[config.mk]
export PLATFORM = sky130hd
export DESIGN_NAME = priority_scan_encoder_flat
export DESIGN_NICKNAME = d
export VERILOG_FILES = /design/src/rtl/priority_scan_encoder_if.sv /design/src/rtl/priority_scan_encoder.sv /design/src/flat_wrapper.sv
export SDC_FILE = /design/constraint.sdc
export NUM_CORES = 1
export LEC_CHECK = 0
export ABC_AREA = 1
export BUFFER_PORTS_ARGS = -buffer_cell sky130_fd_sc_hd__buf_2
export CORE_MARGIN = 2
export CORE_UTILIZATION = 44
export CTS_CLUSTER_SIZE = 8
export DETAILED_ROUTE_END_ITERATION = 8
export PLACE_DENSITY_LB_ADDON = 0.05
export SLEW_MARGIN = 20
export SYNTH_ARGS = -nofsm -noshare
export SYNTH_HDL_FRONTEND = slang
export SYNTH_SLANG_ARGS = --single-unit
[constraint.sdc]
create_clock -name clk -period 1.22 [get_ports clk]
set_clock_uncertainty 0.05 [all_clocks]
set_input_delay 0.366 -clock clk [delete_from_list [all_inputs] [get_ports clk]]
set_output_delay 0.366 -clock clk [all_outputs]
set_load 0.05 [all_outputs]
[src/rtl/priority_scan_encoder_if.sv]
// Handshake bundle for priority_scan_encoder.
//   in_valid/in_ready/in_data           : request vector input channel
//   out_valid/out_ready/out_index       : index output channel
//   out_last/out_none                   : beat qualifiers
//   busy                                : scan in progress
// Modports: master = upstream/downstream environment, slave = encoder.
interface priority_scan_encoder_if #(
  parameter int WIDTH = 8
);
  localparam int IDXW = $clog2(WIDTH);

  logic             in_valid;
  logic             in_ready;
  logic [WIDTH-1:0] in_data;
  logic             out_valid;
  logic             out_ready;
  logic [IDXW-1:0]  out_index;
  logic             out_last;
  logic             out_none;
  logic             busy;

  modport master (
    output in_valid, in_data, out_ready,
    input  in_ready, out_valid, out_index, out_last, out_none, busy
  );

  modport slave (
    input  in_valid, in_data, out_ready,
    output in_ready, out_valid, out_index, out_last, out_none, busy
  );
endinterface

[src/rtl/priority_scan_encoder.sv]
// priority_scan_encoder: accepts a WIDTH-bit request vector and streams the
// index of every set bit, one per cycle, in priority order.
//   clk, rst_n : clock, asynchronous active-low reset
//   bus        : priority_scan_encoder_if.slave (in/out handshakes, busy)
// Parameters: WIDTH (2..64), MSB_FIRST (1: highest bit first, 0: bit 0 first).
// Optional macro PRIO_SCAN_BACK2BACK_EN: accept a new vector on the
// last-beat handshake cycle, removing the idle bubble between vectors.
module priority_scan_encoder #(
  parameter int WIDTH     = 8,
  parameter int MSB_FIRST = 1
) (
  input  logic                    clk,
  input  logic                    rst_n,
  priority_scan_encoder_if.slave  bus
);
  localparam int IDXW = $clog2(WIDTH);

  typedef enum logic {IDLE, SCAN} state_t;

  state_t           state_q, state_d;
  logic [WIDTH-1:0] pending_q, pending_d;
  logic             none_q, none_d;

  logic [IDXW-1:0]  scan_idx;
  logic             single;
  logic             out_valid;
  logic             out_last;
  logic             out_fire;
  logic             in_ready;
  logic             in_fire;

  // Later loop iterations overwrite earlier ones, so the scan direction
  // decides which set bit wins.
  always_comb begin
    scan_idx = '0;
    for (int unsigned i = 0; i < WIDTH; i++) begin
      if (MSB_FIRST != 0) begin
        if (pending_q[i]) scan_idx = IDXW'(i);
      end else begin
        if (pending_q[WIDTH-1-i]) scan_idx = IDXW'(WIDTH-1-i);
      end
    end
  end

  // popcount <= 1
  assign single    = (pending_q & (pending_q - WIDTH'(1))) == '0;
  assign out_valid = (state_q == SCAN);
  assign out_last  = out_valid && (none_q || single);
  assign out_fire  = out_valid && bus.out_ready;

`ifdef PRIO_SCAN_BACK2BACK_EN
  assign in_ready = (state_q == IDLE) || (out_fire && out_last);
`else
  assign in_ready = (state_q == IDLE);
`endif
  assign in_fire = bus.in_valid && in_ready;

  always_comb begin
    state_d   = state_q;
    pending_d = pending_q;
    none_d    = none_q;
    unique case (state_q)
      IDLE: begin
        if (in_fire) begin
          pending_d = bus.in_data;
          none_d    = (bus.in_data == '0);
          state_d   = SCAN;
        end
      end
      SCAN: begin
        if (out_fire) begin
          pending_d = pending_q & ~(WIDTH'(1) << scan_idx);
          if (out_last) begin
            state_d = IDLE;
            none_d  = 1'b0;
          end
        end
        // Back-to-back load: only reachable on the last-beat handshake,
        // so the drained vector is fully replaced rather than merged.
        if (in_fire) begin
          pending_d = bus.in_data;
          none_d    = (bus.in_data == '0);
          state_d   = SCAN;
        end
      end
      default: state_d = IDLE;
    endcase
  end

  always_ff @(posedge clk or negedge rst_n) begin
    if (!rst_n) begin
      state_q   <= IDLE;
      pending_q <= '0;
      none_q    <= 1'b0;
    end else begin
      state_q   <= state_d;
      pending_q <= pending_d;
      none_q    <= none_d;
    end
  end

  assign bus.in_ready  = in_ready;
  assign bus.out_valid = out_valid;
  assign bus.out_index = out_valid ? scan_idx : '0;
  assign bus.out_last  = out_last;
  assign bus.out_none  = out_valid && none_q;
  assign bus.busy      = out_valid;
endmodule

[src/flat_wrapper.sv]
// flat-port wrapper written by rule: the top's interface ports become plain ports
module priority_scan_encoder_flat 
#(
  parameter int WIDTH     = 8,
  parameter int MSB_FIRST = 1
)
  (clk, rst_n, bus_in_valid, bus_in_data, bus_out_ready, bus_in_ready, bus_out_valid, bus_out_index, bus_out_last, bus_out_none, bus_busy);
  priority_scan_encoder_if #(.WIDTH(WIDTH)) bus_i ();
  input  logic clk;
  input  logic rst_n;
  input wire logic [$bits(bus_i.in_valid)-1:0] bus_in_valid;
  input wire logic [$bits(bus_i.in_data)-1:0] bus_in_data;
  input wire logic [$bits(bus_i.out_ready)-1:0] bus_out_ready;
  output wire logic [$bits(bus_i.in_ready)-1:0] bus_in_ready;
  output wire logic [$bits(bus_i.out_valid)-1:0] bus_out_valid;
  output wire logic [$bits(bus_i.out_index)-1:0] bus_out_index;
  output wire logic [$bits(bus_i.out_last)-1:0] bus_out_last;
  output wire logic [$bits(bus_i.out_none)-1:0] bus_out_none;
  output wire logic [$bits(bus_i.busy)-1:0] bus_busy;
  assign bus_i.in_valid = bus_in_valid;
  assign bus_i.in_data = bus_in_data;
  assign bus_i.out_ready = bus_out_ready;
  assign bus_in_ready = bus_i.in_ready;
  assign bus_out_valid = bus_i.out_valid;
  assign bus_out_index = bus_i.out_index;
  assign bus_out_last = bus_i.out_last;
  assign bus_out_none = bus_i.out_none;
  assign bus_busy = bus_i.busy;
  priority_scan_encoder #(.WIDTH(WIDTH), .MSB_FIRST(MSB_FIRST)) u_core (.clk(clk), .rst_n(rst_n), .bus(bus_i));
endmodule
=== After elaboration in Yosys (flattened, before gate mapping) ===
Cells that the tools add are included.

* Logic and storage cells: 43
* Input bits: 12
* Register bits after elaboration: 10
* Output and inout bits: 8

* Reductions and logical operators: 9
* Muxes and demuxes: 22
* Equality and inequality tests: 3
* Bitwise gates (word level): 4
* Shift-type cells: 1
* $add $sub $neg: 1

{| class="wikitable"
|+ Operator list
! operator !! count
|-
| $mux 8 || 3
|-
| $mux 3 || 7
|-
| $and 8x8->8 || 2
|-
| $logic_not 8->1 || 2
|-
| $pmux 8 s2 || 1
|-
| $mux 1 || 9
|-
| $not 8->8 || 1
|-
| $shl 1x3->8 const A || 1
|-
| $sub 8x1->8 const B || 1
|-
| $ne 3x3->1 const B || 2
|-
| $logic_and 1x1->1 || 4
|-
| $pmux 1 s2 || 2
|-
| $reduce_and 3->1 || 1
|-
| $ne 2x2->1 const B || 1
|-
| $reduce_and 2->1 || 1
|-
| $logic_or 1x1->1 || 1
|-
| $not 1->1 || 1
|}

=== Logic depth before layout (Yosys ltp) ===
Gate-level depths: netlist (run 1).

* Word-level depth: 13
* Depth in mapped cells: 10
* Gate-level depth less buffers: 10

=== Worst setup path after synthesis (run 1) ===
OpenSTA, ideal clock, no wires.

* Kind: flip-flop to output port
* Start: register u_core.state_q, in the netlist u_core.bus.busy
* End: output port bus_out_index[0]
* Buffers on the path: 1
* Stages on the path, launching flop included: 4
* Required time: 0.804 ns
* Data arrival time: 1.727 ns
* Slack: -0.923 ns
* Cell sequence: dfrtp_1 -> buf_6 -> nand2_1 -> o22ai_1

* Word-level cells in the longest chain between the ends: 1

{| class="wikitable"
|+ Ends and longest elaborated chain
! item !! RTL line !! source
|-
| start, declared || priority_scan_encoder.sv:20 || <nowiki>state_t state_q, state_d;</nowiki>
|-
| start signal, assigned || priority_scan_encoder.sv:96 || <nowiki>state_q <= state_d;</nowiki>
|-
| $mux 3 || priority_scan_encoder.sv:104 || <nowiki>assign bus.out_index = out_valid ? scan_idx : '0;</nowiki>
|-
| end, declared || flat_wrapper.sv:16 || <nowiki>output wire logic [$bits(bus_i.out_index)-1:0] bus_out_index;</nowiki>
|}

No other way between the ends.

=== Final worst setup path (run 1) ===
* Start: register u_core.pending_q[4]
* End: output port bus_out_last

* Word-level cells in the longest chain between the ends: 5

{| class="wikitable"
|+ Ends and longest elaborated chain
! item !! RTL line !! source
|-
| start, declared || priority_scan_encoder.sv:21 || <nowiki>logic [WIDTH-1:0] pending_q, pending_d;</nowiki>
|-
| start signal, assigned || priority_scan_encoder.sv:97 || <nowiki>pending_q <= pending_d;</nowiki>
|-
| $sub 8x1->8 || priority_scan_encoder.sv:46 || <nowiki>assign single = (pending_q & (pending_q - WIDTH'(1))) == '0;</nowiki>
|-
| $and 8x8->8 * || priority_scan_encoder.sv:46 ||
|-
| $logic_not 8->1 * || priority_scan_encoder.sv:46 ||
|-
| $logic_or 1x1->1 * || priority_scan_encoder.sv:48 || <nowiki>assign out_last = out_valid && (none_q || single);</nowiki>
|-
| $logic_and 1x1->1 * || priority_scan_encoder.sv:48 ||
|-
| end, declared || flat_wrapper.sv:17 || <nowiki>output wire logic [$bits(bus_i.out_last)-1:0] bus_out_last;</nowiki>
|}

Every way passes the cells marked *; elsewhere a longest branch is shown, timed or not.

==> flow_metrics.py, run 1 <==
metrics = {
    "synthesis": {
        "syn_area_per_cell_um2": 7.65,
        "ys_ff_latch": 10,
        "netlist_instances": 90,
        "synth_compound_area_share_pct": 17.6,
        "ys_warn_count": 0,
        "synthMuxAreaShare_pct": 0,
        "synth_top_family_by_area": "simple AND/OR/NAND/NOR gates",
        "yosysSeqAreaShare_pct": 36.4,
        "synth-adder-area-share_pct": 0,
        "synth_xor_area_share_pct": 0,
        "synth.net_count": 102,
        "syn_area_um2": 688,
        "yosysUniqueCellTypes": 24,
        "synth-simple-area-share_pct": 36.5,
    },
    "grt": {
        "grt_pass1_wl_mm": 4.39,
        "grt_util_met2_pct": 56.8,
        "antenna_found_initial": 0,
        "use_met1_pct": 36.7,
        "grt_pass1_vias": 978,
        "grt_max_degree": 11,
        "overflow": 0,
        "grt_use_met3_pct": 5.42,
        "grtUsageTotal_pct": 32.6,
        "top_usage_layer": "met2",
    },
    "critical_path": {
        "ff2ff_path_depth": 13,
        "cp-start-kind": "flip-flop",
        "worst-setup-path-type": "reg2out",
        "cpPeakStageDelay_ps": 470,
        "crit_arrival_ps": 1600,
        "cpMostUsedCell": "nand2_1",
        "reg2reg_slack_ps": -530,
        "reg2reg_to": "u_core.none_q$_DFFE_PN0P_",
        "worstReg2RegStart": "u_core.pending_q[4]$_DFFE_PN0P_",
        "path_max_fanout": 4,
        "required_ps": 800,
        "endpoint_kind": "output port",
        "slowest_stage": "dfrtp_2",
        "worstPathCellList": "inv_2 > nand2_1 > nand2_1 > nand2_1 > nor2_1 > nand2_1 > nand2_4 > buf_8",
    },
    "placement": {
        "place_ws_ps": -438,
        "dp_hpwl_mm": 1.47,
        "numPortBuffers": 19,
        "placedCellCount": 145,
        "placed_area_um2": 993,
        "finalWeightedCongestion": 0.813,
    },
    "timing": {
        "hold_viol_final": 0,
        "setup_violations": 18,
        "whs_ps": 257,
        "setup_tns_ps": -7900,
        "final_max_slew_viol_count": 0,
        "fmax_mhz": 497,
        "tightest_slew_ps": 328,
        "finalCriticalPeriod_ps": 2010,
        "relSlewSlack_pct": 77.9,
        "setup_ws_ps": -793,
        "timing.final.crit_share_pct": 165,
        "rsz0062_at_grt": "yes",
    },
    "clock_tree": {
        "cts_buffers": 3,
        "path_clk_slew_ps": 90,
        "clk_latency_ps": 300,
        "tritoncts": "built",
        "cts_root_buf": "clkbuf_4",
        "htree_levels": 1,
        "clock_sinks": 10,
        "cts_buffer_depth": 2,
    },
    "die": {
        "num_rows": 14,
        "dieArea_um2": 1900,
        "die_w_um": 43.5,
        "die-height_um": 43.5,
        "io_pins": 20,
        "core_area_um2": 1490,
        "initial_utilization_pct": 46.2,
    },
    "power_and_ir_drop": {
        "fin_total_pwr_mw": 5.02,
        "vdd_drop_max_v": 0.00209,
        "p_per_area_nw_per_um2": 3550,
        "p_leak_nw": 0.694,
    },
    "worst_hold_path": {
        "hp-start": "bus_in_data[7]",
        "min_path_type": "in2reg",
        "holdPathEnd": "u_core.pending_q[7]$_DFFE_PN0P_",
        "whs_path_depth": 3,
    },
    "routing": {
        "dr_total_vias": 967,
        "drc_errors": 0,
        "drt-wirelength-per-cell_um": 22.4,
        "drt-initial-drc-count": 47,
        "firstDrtPassIters": 4,
        "viasPerCell": 5.86,
        "antenna_left": 0,
        "drt-total-wl_mm": 3.69,
    },
    "cells_and_area": {
        "drive_above_1_share_pct": 71.1,
        "final_util_pct": 94.9,
        "final_area_um2": 1410,
        "finalNonFillerCells": 165,
        "nets": 162,
        "area.growth.synth_to_final_pct": 105,
        "diodes": 0,
    },
    "outcome": {
        "violations": "setup timing",
        "status": "finished, violations left",
    },
    "run": {
        "drv_cap": 0,
    },
}
-- logic make-up after synthesis --
| kind of cell | after synthesis |
|---|---|
| flip-flops | 10 |
| AND/OR/NAND/NOR | 52 |
| AO/OA/AOI/OAI | 17 |
| buffers and inverters | 11 |
-- worst max path at each step --
| stage | start | endpoint | slack, ps | cells after the start |
|---|---|---|---|---|
| after floorplan | u_core.bus.busy$_DFF_PN0_ | bus_out_last | -450 | 7 |
| after global placement | u_core.pending_q[2]$_DFFE_PN0P_ | bus_out_last | -410 | 6 |
| after detailed placement | u_core.pending_q[2]$_DFFE_PN0P_ | bus_out_last | -440 | 6 |
| after CTS | u_core.pending_q[5]$_DFFE_PN0P_ | bus_out_last | -580 | 6 |
| after global routing | u_core.pending_q[7]$_DFFE_PN0P_ | bus_out_last | -810 | 8 |
| final | u_core.pending_q[4]$_DFFE_PN0P_ | bus_out_last | -790 | 8 |
-- layout make-up --
| type | count | area [µm²] |
|---|---|---|
| fillers | 41 | 76.3 |
| repair buffers | 57 | 522 |
| multi-input cells | 69 | 524 |
| well taps | 16 | 20.0 |
| flip-flops and latches | 10 | 255 |
| clock buffers | 4 | 36.3 |
| inverters | 9 | 55.1 |
-- timing repair --
action,4_1_cts,5_1_grt
buffers inserted,12,5
cloned,0,0
resized for setup,46,32
endpoints found under the setup margin,17,18
hold buffers,1,0
pin swaps,10,19
endpoints found under the hold margin,10,0
-- cells in the mapped netlist --
cell / n / area [µm²]
a21o_1: 1 / 7.51
a21oi_1: 2 / 10.0
a21oi_2: 4 / 35.0
a22o_1: 2 / 17.5
buf_4: 1 / 7.51
buf_6: 1 / 11.3
clkinv_4: 1 / 8.76
dfrtp_1: 10 / 250
inv_1: 7 / 26.3
inv_8: 1 / 11.3
nand2_1: 32 / 120
nand2_2: 3 / 18.8
nand2_4: 1 / 11.3
nand2_8: 1 / 20.0
nand3_1: 3 / 15.0
nand3_2: 1 / 10.0
nor2_1: 5 / 18.8
nor2_2: 4 / 25.0
nor4_1: 2 / 12.5
o211ai_1: 1 / 7.51
o21ai_0: 2 / 10.0
o21ai_1: 2 / 10.0
o21ai_2: 2 / 17.5
o22ai_1: 1 / 6.26
-- flip-flops by register name, indices dropped and copies added (netlist names) --
signal,flops
u_core.bus.busy,1
u_core.none_q,1
u_core.pending_q,8
-- power by group --
part	internal [mW]	switching (mW)	leakage, nW
sequential	0.479	0.251	0.120
combinational	1.80	2.14	0.553
clock	0.182	0.162	0.0210
-- per-layer routing --
| metal | wire length, µm | part of all wire, % |
|---|---|---|
| met1 | 1380 | 37 |
| met2 | 1810 | 49 |
| met3 | 307 | 8.3 |
| met4 | 199 | 5.4 |
| met5 | 0 | 0 |
-- cell usage in the layout, fill, tap and decap left out, types with 3 or more instances in the layout --
cell / instances
nand2_4: 6
o21ai_2: 4
dfrtp_1: 6
inv_2: 5
clkbuf_4: 3
buf_8: 4
nor2_2: 3
buf_4: 22
nand3_1: 3
a21oi_4: 3
nor2_4: 4
nand2_1: 23
nand2_2: 6
buf_6: 17
a21oi_2: 3
dfrtp_2: 4
buf_2: 11
-- critical path, delay by kind of cell, from the launching register on --
kind / cells / cell delay (ps)
buf+inv: 2 / 250
flops: 1 / 470
simple gates: 6 / 570
Note: power is estimated with default switching activity, not from simulation.
==> run 2: changes to the inputs <==
- CORE_MARGIN: 2 -> 8
- CORE_UTILIZATION: 44 -> 49
- clock period: 1.22 -> 2.3 ns (I/O delays scaled with it)
==> run 2 against run 1 <==
Against the previous run: the flow now finishes without violations; die area increased by 51%; via count down 32%; critical path depth decreased by 2; power shrank 71%; combinational power fell by 75%; worst hold slack worse by 35 ps; final area down 41%; non-clock buffer count shrank 37; setup slack better by 850 ps; wire length is 56% lower; critical endpoint unchanged; highest routed layer unchanged.
==> flow_metrics.py, run 2 (synthesis results as in run 1) <==
metrics = {
    "clock_tree": {
        "clock_sinks": 10,
        "path_clk_slew_ps": 60,
        "cts_buffers": 3,
        "cts_buffer_depth": 2,
        "cts_root_buf": "clkbuf_4",
        "tritoncts": "built",
        "cts_setup_buffers": 0,
        "clk_latency_ps": 260,
        "htree_levels": 1,
        "cts_hold_buf": 0,
    },
    "cells_and_area": {
        "final_common_cell": "nand2_1",
        "regMostFlops": "u_core.pending_q",
        "final_area_um2": 831,
        "largest_reg_flops": 8,
        "nets": 125,
        "finalNonFillerCells": 126,
        "final_util_pct": 63.8,
        "diodes": 0,
        "nFillCells": 128,
        "drive_above_1_share_pct": 38.7,
        "area.growth.synth_to_final_pct": 20.7,
        "final_cell_mix": "nand2_1 (32), buf_2 (17), dfrtp_1 (10)",
    },
    "critical_path": {
        "cpMostUsedCell": "nand2_1",
        "crit_arrival_ps": 1500,
        "required_ps": 1560,
        "path_max_fanout": 4,
        "worst-setup-path-type": "reg2out",
        "endpoint_kind": "output port",
        "slowest_stage": "dfrtp_1",
        "cp-start-kind": "flip-flop",
        "cpPeakStageDelay_ps": 420,
        "worstPathCellList": "nor2_2 > nand2_1 > a21oi_1 > nand2_1 > nand2_2 > buf_4",
        "ff2ff_path_depth": 7,
    },
    "die": {
        "dieArea_um2": 2860,
        "num_rows": 13,
        "io_pins": 20,
        "die_w_um": 53.5,
        "core_area_um2": 1300,
        "initial_utilization_pct": 52.9,
        "die-height_um": 53.5,
    },
    "timing": {
        "finalCriticalPeriod_ps": 2240,
        "tightest_slew_ps": 322,
        "whs_ps": 222,
        "setup_ws_ps": 58.6,
        "hold_viol_final": 0,
        "setup_tns_ps": 0,
        "final_max_slew_viol_count": 0,
        "rsz0062_at_grt": "yes",
        "relSlewSlack_pct": 78.3,
        "setup_violations": 0,
        "timing.final.crit_share_pct": 97.5,
        "fmax_mhz": 446,
    },
    "routing": {
        "firstDrtPassIters": 4,
        "dr_total_vias": 656,
        "drt-wirelength-per-cell_um": 13.0,
        "drt-total-wl_mm": 1.64,
        "viasPerCell": 5.21,
        "drc_errors": 0,
        "drt-initial-drc-count": 23,
        "antenna_left": 0,
    },
    "power_and_ir_drop": {
        "p_leak_nw": 0.443,
        "p_per_area_nw_per_um2": 1750,
        "fin_total_pwr_mw": 1.45,
        "vdd_drop_max_v": 0.00115,
    },
    "outcome": {
        "status": "complete, no violations",
    },
    "grt": {
        "grt_pass1_vias": 658,
        "grt_max_degree": 11,
        "antenna_found_initial": 0,
        "overflow": 0,
        "grtUsageTotal_pct": 13.4,
        "grt_pass1_wl_mm": 2.88,
    },
    "placement": {
        "placed_area_um2": 797,
        "place_ws_ps": 285,
        "placedCellCount": 123,
        "finalWeightedCongestion": 0.857,
        "numPortBuffers": 19,
        "dp_hpwl_mm": 1.38,
    },
    "worst_hold_path": {
        "min_path_type": "in2async",
    },
    "run": {
        "drv_cap": 0,
    },
}
## run 2: path summary, 6_finish.rpt
check,from,end,slack [ps]
worst max-delay path,u_core.pending_q[6]$_DFFE_PN0P_,bus_out_last,60
worst min-delay path,rst_n,u_core.pending_q[5]$_DFFE_PN0P_,220
worst max register to register,u_core.bus.busy$_DFF_PN0_,u_core.pending_q[2]$_DFFE_PN0P_,890
worst min register to register,u_core.pending_q[0]$_DFFE_PN0P_,u_core.pending_q[0]$_DFFE_PN0P_,460
max in group asynchronous,rst_n,u_core.pending_q[7]$_DFFE_PN0P_,1780
min in group clk,u_core.pending_q[0]$_DFFE_PN0P_,u_core.pending_q[0]$_DFFE_PN0P_,460
## run 2: critical path, delay by kind of cell (launching register included)
| family | cells | cell delay, ps |
|---|---|---|
| buf+inv | 1 | 190 |
| flops | 1 | 420 |
| simple gates | 4 | 470 |
| compound gates | 1 | 150 |
## run 2: cell type report
cell class,count,area (µm²),share of cell area [%]
multi-input combinational,69,382,45.9
timing repair buffer,20,111,13.4
sequential,10,250,30.1
inverter,9,46.3,5.57
tap,15,18.8,2.26
clock buffer,3,22.5,2.71
## run 2: metal layers
| layer | vias to the layer above | global-route usage [%] | part of all wire (%) |
|---|---|---|---|
| met4 | 0 | 3.78 | 1.0 |
| met2 | 24 | 20.9 | 46 |
| met3 | 2 | 3.64 | 7.9 |
| met5 | - | 0 | 0 |
| li1 | 333 | - | - |
| met1 | 297 | 17.4 | 45 |
## run 2: what timing repair did
item                                    4_1_cts  5_1_grt
resized for setup                             1        4
hold endpoints to repair                      0        0
pin swaps                                     0        0
endpoints found under the setup margin        1        2
## run 2: where the power goes
part	switching (mW)	internal, mW	total [mW]
clock network	0.0588	0.0604	0.119
registers	0.0815	0.249	0.330
logic	0.699	0.304	1.00
